## src/rtl/uart_tx_cfg.sv

```systemverilog
// uart_tx_cfg: configurable UART transmitter (5..DBIT_MAX data bits, 1/1.5/2 stop bits, optional parity)
//
// Optional feature macro: UART_TX_PARITY_EN adds port i_parity, the PARITY state and parity generation.
//
// Ports:
//   i_clk           clock, all state on rising edge
//   i_reset_n       synchronous active-low reset
//   i_s_tick        baud enable, OVERSAMPLE pulses per bit
//   i_tx_start      frame request (pulse or level), honoured only in IDLE
//   i_data          payload, LSB first
//   i_dbits         data-bit count, clamped to 5..DBIT_MAX
//   i_stop_cfg      stop length: 00=1, 01=1.5, 1x=2 bits
//   i_parity        00/11=none, 01=even, 10=odd (UART_TX_PARITY_EN only)
//   o_tx            registered serial line, idle high
//   o_busy          high while a frame is in progress, including the done cycle
//   o_tx_done_tick  one-cycle pulse on the final stop tick
module uart_tx_cfg #(
    parameter int DBIT_MAX   = 9,
    parameter int OVERSAMPLE = 16
) (
    input  logic                i_clk,
    input  logic                i_reset_n,
    input  logic                i_s_tick,
    input  logic                i_tx_start,
    input  logic [DBIT_MAX-1:0] i_data,
    input  logic [3:0]          i_dbits,
    input  logic [1:0]          i_stop_cfg,
`ifdef UART_TX_PARITY_EN
    input  logic [1:0]          i_parity,
`endif
    output logic                o_tx,
    output logic                o_busy,
    output logic                o_tx_done_tick
);
    localparam int CW = $clog2(2 * OVERSAMPLE);
    localparam logic [CW-1:0] T_1  = CW'(OVERSAMPLE - 1);
    localparam logic [CW-1:0] T_15 = CW'(3 * OVERSAMPLE / 2 - 1);
    localparam logic [CW-1:0] T_2  = CW'(2 * OVERSAMPLE - 1);
    localparam logic [3:0]    DMAX = 4'(DBIT_MAX);

    typedef enum logic [2:0] {
        IDLE,
        START,
        DATA,
`ifdef UART_TX_PARITY_EN
        PARITY,
`endif
        STOP
    } state_e;

    state_e              state_q, state_d;
    logic [CW-1:0]       tick_q, tick_d;
    logic [3:0]          bit_q, bit_d;
    logic [3:0]          nbits_q, nbits_d;
    logic [DBIT_MAX-1:0] sh_q, sh_d;
    logic [1:0]          stop_q, stop_d;
    logic                tx_q, tx_d;
    logic                tick_end, done;
    logic [CW-1:0]       last;
`ifdef UART_TX_PARITY_EN
    logic [1:0]          mode_q, mode_d;
    logic                par_q, par_d;
`endif

    // Last tick index of the current state; STOP length comes from the latched config.
    assign last     = (state_q != STOP) ? T_1 : (stop_q == 2'b00) ? T_1 : (stop_q == 2'b01) ? T_15 : T_2;
    assign tick_end = i_s_tick && (tick_q == last);

    always_comb begin
        state_d = state_q;
        tick_d  = tick_q;
        bit_d   = bit_q;
        nbits_d = nbits_q;
        sh_d    = sh_q;
        stop_d  = stop_q;
        done    = 1'b0;
`ifdef UART_TX_PARITY_EN
        mode_d  = mode_q;
        par_d   = par_q;
`endif
        if (i_s_tick && state_q != IDLE)
            tick_d = tick_end ? '0 : tick_q + 1'b1;
        case (state_q)
            IDLE: if (i_tx_start) begin
                sh_d    = i_data;
                nbits_d = (i_dbits < 4'd5) ? 4'd5 : (i_dbits > DMAX) ? DMAX : i_dbits;
                stop_d  = i_stop_cfg;
                tick_d  = '0;
                bit_d   = '0;
                state_d = START;
`ifdef UART_TX_PARITY_EN
                mode_d  = i_parity;
                // Seeding with 1 for odd mode makes the running XOR the odd parity bit directly.
                par_d   = (i_parity == 2'b10);
`endif
            end
            START: if (tick_end) state_d = DATA;
            DATA: if (tick_end) begin
                sh_d  = sh_q >> 1;
                bit_d = bit_q + 4'd1;
`ifdef UART_TX_PARITY_EN
                par_d = par_q ^ sh_q[0];
                if (bit_q == nbits_q - 4'd1) state_d = (^mode_q) ? PARITY : STOP;
`else
                if (bit_q == nbits_q - 4'd1) state_d = STOP;
`endif
            end
`ifdef UART_TX_PARITY_EN
            PARITY: if (tick_end) state_d = STOP;
`endif
            STOP: if (tick_end) begin
                done    = i_reset_n;
                state_d = IDLE;
            end
            default: state_d = IDLE;
        endcase
`ifdef UART_TX_PARITY_EN
        tx_d = (state_d == START) ? 1'b0 : (state_d == DATA) ? sh_d[0] : (state_d == PARITY) ? par_d : 1'b1;
`else
        tx_d = (state_d == START) ? 1'b0 : (state_d == DATA) ? sh_d[0] : 1'b1;
`endif
    end

    always_ff @(posedge i_clk) begin
        if (!i_reset_n) begin
            state_q <= IDLE;
            tick_q  <= '0;
            bit_q   <= '0;
            nbits_q <= '0;
            sh_q    <= '0;
            stop_q  <= '0;
            tx_q    <= 1'b1;
`ifdef UART_TX_PARITY_EN
            mode_q  <= '0;
            par_q   <= 1'b0;
`endif
        end else begin
            state_q <= state_d;
            tick_q  <= tick_d;
            bit_q   <= bit_d;
            nbits_q <= nbits_d;
            sh_q    <= sh_d;
            stop_q  <= stop_d;
            tx_q    <= tx_d;
`ifdef UART_TX_PARITY_EN
            mode_q  <= mode_d;
            par_q   <= par_d;
`endif
        end
    end

    assign o_tx           = tx_q;
    assign o_busy         = (state_q != IDLE);
    assign o_tx_done_tick = done;
endmodule

```

## config.mk

```make
export PLATFORM = sky130hd
export DESIGN_NAME = uart_tx_cfg
export DESIGN_NICKNAME = d
export VERILOG_FILES = /design/src/rtl/uart_tx_cfg.sv
export SDC_FILE = /design/constraint.sdc
export NUM_CORES = 1
export LEC_CHECK = 0
export BUFFER_PORTS_ARGS = -buffer_cell sky130_fd_sc_hd__buf_2
export CAP_MARGIN = 20
export CELL_PAD_IN_SITES_DETAIL_PLACEMENT = 1
export CELL_PAD_IN_SITES_GLOBAL_PLACEMENT = 2
export CORE_MARGIN = 4
export CORE_UTILIZATION = 30
export CTS_CLUSTER_SIZE = 24
export DETAILED_ROUTE_END_ITERATION = 8
export GPL_TIMING_DRIVEN = 0
export MAX_ROUTING_LAYER = met4
export PLACE_DENSITY = 0.84
export REMOVE_ABC_BUFFERS = 1
export SYNTH_ARGS = -nofsm -noshare
export SYNTH_HDL_FRONTEND = slang
export SYNTH_SLANG_ARGS = --single-unit
export TNS_END_PERCENT = 1
```

## constraint.sdc

```tcl
create_clock -name i_clk -period 1.6 [get_ports i_clk]
set_input_delay 0.08 -clock i_clk [delete_from_list [all_inputs] [get_ports i_clk]]
set_output_delay 0.08 -clock i_clk [all_outputs]
set_load 0.01 [all_outputs]
```

# --- Yosys cells after proc, flatten, opt, wreduce, memory -nomap -nowiden ---
# Cells that the tools add are included.
classes:
  div_mod_pow: 0
  reduce_logical: 8
  shifts: 0
  n_bitwise: 0
  eq_ne: 11
  multipliers: 0
  order_cmp: 2
  muxes: 25
  addsub: 3
ops:
  columns: ["cell", "n"]
  rows:
  - ["2-to-1 mux 5 bit", 6]
  - ["2-to-1 mux 4 bit", 5]
  - ["2-to-1 mux 9 bit", 2]
  - ["case mux 9 bit (2 select lines)", 1]
  - ["2-to-1 mux 3 bit", 5]
  - ["case mux 3 bit (4 select lines)", 1]
  - ["== test 3 x 2 -> 1 bit, second input constant", 3]
  - ["case mux 4 bit (2 select lines)", 1]
  - ["== test 3 x 1 -> 1 bit, second input constant", 2]
  - ["adder 5 x 1 -> 5 bit, second input constant", 1]
  - ["== test 5 bit", 1]
  - ["adder 4 x 1 -> 4 bit, second input constant", 1]
  - ["== test 4 bit", 1]
  - ["greater-than comparator 4 bit, second input constant", 1]
  - ["< comparator 4 x 3 -> 1 bit, second input constant", 1]
  - ["2-to-1 mux 1 bit", 4]
  - ["inequality test 2 bit, second input constant", 2]
  - ["subtractor 4 x 1 -> 4 bit, second input constant", 1]
  - ["zero test 3 bit", 1]
  - ["inequality test 3 x 2 -> 1 bit, second input constant", 1]
  - ["AND reduction 3 bit", 1]
  - ["nonzero test 3 bit", 1]
  - ["== test 2 x 1 -> 1 bit, second input constant", 1]
  - ["logical AND 1 bit", 2]
  - ["other kinds (3)", 3]
word_totals:
  latchBits: 0
  ram_bits: 0
  word_cells: 57
  rom_bits: 0
  reg_bits: 28
  input_bits: 19
  out_inout_bits: 3
  memories: 0

# --- Depth between registers and ports, before layout ---
depth:
  depth_word: 11
  mapped_depth: 8
  ltp_nobuf: 8

# --- Worst setup path after synthesis ---
# Ideal clock, no wire load.
synth_timing:
  kind: "flip-flop to flip-flop"
  start: "reg state_q[0]"
  end: "reg bit_q[1]"
  synth_period_minus_slack_ns: 1.768
  path_stages_with_launch: 8
  t_required_ns: 1.485
  setup_ns: 0.115
  arrival_time_ns: 1.653
  slack_ns: -0.168
  path_buffers: 2
  path_cell_list: "dfxtp_1 buf_2 and3b_4 mux2_4 a211oi_4 buf_6 o21ai_1 and2_1"
synth_via:
  elab_chain_len: 6
  elab_cells_between_ends: 11
  cone_classes: "eq/ne (5); mux (2); reduce/logical (4)"
synth_lines:
  columns: ["item", "line", "text"]
  rows:
  - ["start: declaration", "51", "state_e state_q, state_d;"]
  - ["start signal: assignment", "138", "state_q <= state_d;"]
  - ["inequality test 3 x 2 -> 1 bit", "66", "assign last = (state_q != STOP) ? T_1 : (stop_q == 2'b00) ? T_1 : (stop_q == 2'b01) ? T_15 : T_2;"]
  - ["2-to-1 mux 5 bit", "66", null]
  - ["== test 5 bit", "67", "assign tick_end = i_s_tick && (tick_q == last);"]
  - ["logical AND 1 bit", "67", null]
  - ["inequality test 2 bit (no line)", null, null]
  - ["AND reduction 3 bit (no line)", null, null]
  - ["end signal: assignment", "140", "bit_q <= bit_d;"]
  - ["end: declaration", "53", "logic [3:0] bit_q, bit_d;"]
# Parallel ways exist; a longest one is shown, timed or not.
# A chain may end at the register's enable or synchronous reset.

# --- Worst setup path in the final report ---
layout_timing:
  start: "reg state_q[2]"
  end: "reg bit_q[3]"
# The elaborated chain is that of the path after synthesis.

==> metrics.cfg <==
[status]
outcome=complete, but fails checks
violations_in_the_final_reports=negative setup slack

[drt]
drt_iter0_drc=67
firstDrtPassIters=4
vias=1310
post_drt_wl_per_cell_um=15.8
remaining_drc_errors=0
drt.antenna.violating_nets=0
via_per_inst=5.24
totalWireLength_um=3940

[global_routing]
number_of_global_route_vias_before_repair=1487
grt_max_degree=21
grt_first_pass_wirelength_um=6810
grt_antenna_before_repair=0
grt.overflow.total=0
global_route.usage.total_pct=14.3

[die]
initial_utilization_pct=32.1
placementRows=24
core-area_um2=4500
die_width_um=77.4
top_level_ports=22
die_h_um=77.4
floorplan.die_area_um2=6000

[logic_synthesis]
synth_flop_cell=sky130_fd_sc_hd__dfxtp_1
synth-warning-count=0
yosys.cell_types.count=49
async_reset_ff_share_pct=0
synthTopCellsByArea=sky130_fd_sc_hd__dfxtp_1 39%, sky130_fd_sc_hd__nand2_1 6.2%, sky130_fd_sc_hd__xor2_1 4.2%
post-synth-top-count-cell=sky130_fd_sc_hd__dfxtp_1
synthesis.area_per_instance_um2=8.77
synth.yosys.seq_area_share_pct=38.8
synth.largest_area_cell=sky130_fd_sc_hd__dfxtp_1
synth-edff-count=0
post_synth_inst_count=165
number_of_storage_elements_in_the_synthesis_netlist=28
synth_top_cells_by_count=28 x sky130_fd_sc_hd__dfxtp_1, 24 x sky130_fd_sc_hd__nand2_1, 14 x sky130_fd_sc_hd__nor2_1
synth.top_cell.area_share_pct=38.8
synth_area_um2=1450

[clock_network]
tritoncts.num_buffers=3
worst_setup_hold_path_clk_slew_ns=0.10
cts-root-buf=sky130_fd_sc_hd__clkbuf_8
cts.path.max_buffers=2
clock_latency_ns=0.28
tritoncts=done
cts.sinks=28
ctsHtreeMaxLevel=1
cts-hold-fix-buffers=0

[worst_setup_path]
rr_endpoint=bit_q[3]$_SDFFE_PN0P_
critPathKind=reg2reg
worst-r2r-setup-slack_ns=-0.31
worst_ep_arrival_time_ns=2.08
cp-start-kind=register
worstPathMaxFanout=5
r2r-start=state_q[2]$_SDFF_PN0_
crit_path_end_kind=register
worst_r2r_path_depth=7
worstPathRequired_ns=1.77

[timing]
maxClockFrequency_mhz=523
finClkSkew_ns=0.00693
final-max-slew-violation-count=0
final.period_utilization_pct=119
totalNegativeSetupSlack_ns=-3.89
setup-violations-final=16
grt_setup_unrepaired=true
final-hold-violation-count=0
period_needed_ns=1.91
setup_slack_ns=-0.311

[power]
cellLeakagePower_uw=0.000731
clock_power_share_pct=38.2
combinationalPowerShare_pct=11.5
power-per-cell-area_nw_per_um2=759
netSwitchingFraction_pct=22.4
power.switching_uw=327
sequentialPowerShare_pct=50.3
vdd.ir_drop.worst_mv=0.336
power.internal_uw=1140

[final_layout]
area_overhead_vs_synth_pct=33.2
final_nets=221
layout.core_utilization_pct=42.8
final_layout_size_suffix_gt1_share_pct=33.3
ant_diodes=0

[place]
finalWeightedCongestion=0.778
post-dp-hpwl_um=2610
port_buffers=21

[min_path]
timing.hold.worst.class=in2reg
worstHoldEndpoint=nbits_q[0]$_SDFFE_PN0P_
hold_crit_start=i_dbits[0]
hold-path-cell-count=3

[job]
timing.max_cap.violations=0

[metrics by stage]
stage	cell area [um2]	hold slack, ns	setup WS (ns)	cells	total power (uW)
after CTS	1900	0.0331	-0.301	250	1480
after floorplan	1400	0.202	-0.373	157	835
after global routing	1930	0.0401	-0.420	250	1530
after global placement	1570	0.315	-0.862	230	883
after detailed placement	1580	0.323	-0.767	230	896
final	1930	0.0363	-0.311	250	1460
[how the worst max path moves through the flow]
stage | startpoint | endpoint | slack [ns]
final | state_q[2]$_SDFF_PN0_ | bit_q[3]$_SDFFE_PN0P_ | -0.31
after global routing | state_q[2]$_SDFF_PN0_ | bit_q[3]$_SDFFE_PN0P_ | -0.42
after CTS | state_q[2]$_SDFF_PN0_ | o_tx$_SDFF_PN1_ | -0.30
after detailed placement | state_q[1]$_SDFF_PN0_ | bit_q[0]$_SDFFE_PN0P_ | -0.77
after global placement | state_q[1]$_SDFF_PN0_ | o_tx$_SDFF_PN1_ | -0.86
after floorplan | state_q[1]$_SDFF_PN0_ | bit_q[0]$_SDFFE_PN0P_ | -0.37
[registers in the layout, indices dropped and copies added, names as in the netlist]
name,cells
sh_q,9
tick_q,5
o_tx,1
state_q,3
stop_q,2
bit_q,4
nbits_q,4
[routing by layer]
layer | part of all wire, % | up-vias | track usage [%]
met3 | 3.0 | 4 | 2.20
met4 | 0.58 | 0 | 3.38
li1 | - | 642 | -
met5 | 0 | - | -
met1 | 41 | 644 | 15.8
met2 | 56 | 20 | 26.9
[layout by cell type (no fill, tap or decap), types with 3 or more instances in the layout]
cell	Yosys	routed
sky130_fd_sc_hd__nand2b_1	3	3
sky130_fd_sc_hd__nand4_1	4	4
sky130_fd_sc_hd__inv_1	3	3
sky130_fd_sc_hd__dfxtp_4	0	3
sky130_fd_sc_hd__xor2_1	7	7
sky130_fd_sc_hd__a21oi_1	3	3
sky130_fd_sc_hd__buf_4	0	11
sky130_fd_sc_hd__xnor2_1	6	5
sky130_fd_sc_hd__nor2_1	14	13
sky130_fd_sc_hd__ha_1	3	3
sky130_fd_sc_hd__buf_2	4	21
sky130_fd_sc_hd__dfxtp_1	28	23
sky130_fd_sc_hd__a21boi_0	4	4
sky130_fd_sc_hd__a22oi_1	7	6
sky130_fd_sc_hd__and2_1	4	3
sky130_fd_sc_hd__clkbuf_8	0	3
sky130_fd_sc_hd__a21boi_1	7	7
sky130_fd_sc_hd__nand2_1	24	23
[critical path, cell delays in order (launching register included)]
cell and delay (ns):
sky130_fd_sc_hd__dfxtp_4 0.37, sky130_fd_sc_hd__and3b_4 0.32, sky130_fd_sc_hd__mux2_4 0.35, sky130_fd_sc_hd__a211oi_4 0.29
sky130_fd_sc_hd__buf_12 0.15, sky130_fd_sc_hd__nand4_1 0.12, sky130_fd_sc_hd__xor2_1 0.15, sky130_fd_sc_hd__nor2_1 0.05
[layout make-up]
| cell class | count | area [um2] |
|---|---|---|
| clock buffers | 3 | 41.3 |
| clock inverters | 1 | 30.0 |
| fillers | 528 | 2580 |
| inverters | 3 | 11.3 |
| multi-input cells | 126 | 927 |
| flip-flops and latches | 28 | 574 |
| well taps | 52 | 65.1 |
| repair buffers | 37 | 278 |
[cell families after synthesis]
| family | synth area share, % |
|---|---|
| and+or+nand+nor | 24.0 |
| xor gates and xnor gates | 7.87 |
| AOI/OAI and AO/OA | 20.3 |
| buffers and inverters | 3.72 |
| muxes | 2.42 |
| DFF | 38.8 |
| other | 0.259 |
| adders and majority gates | 2.60 |
[timing repair]
item | CTS | global route
buffers inserted | 15 | 0
gates cloned | 1 | 0
pin swaps | 6 | 3
setup endpoints to repair | 27 | 22
resized for setup | 22 | 6
[power by group through the flow]
stage               Sequential, uW  Combinational, uW  Clock, uW
floorplan                      749               85.5          0
global placement               753                130          0
detailed placement             756                140          0
CTS                            735                166        578
global route                   739                188        603
finish                         736                168        559
Note: power is estimated with default switching activity, not from simulation.
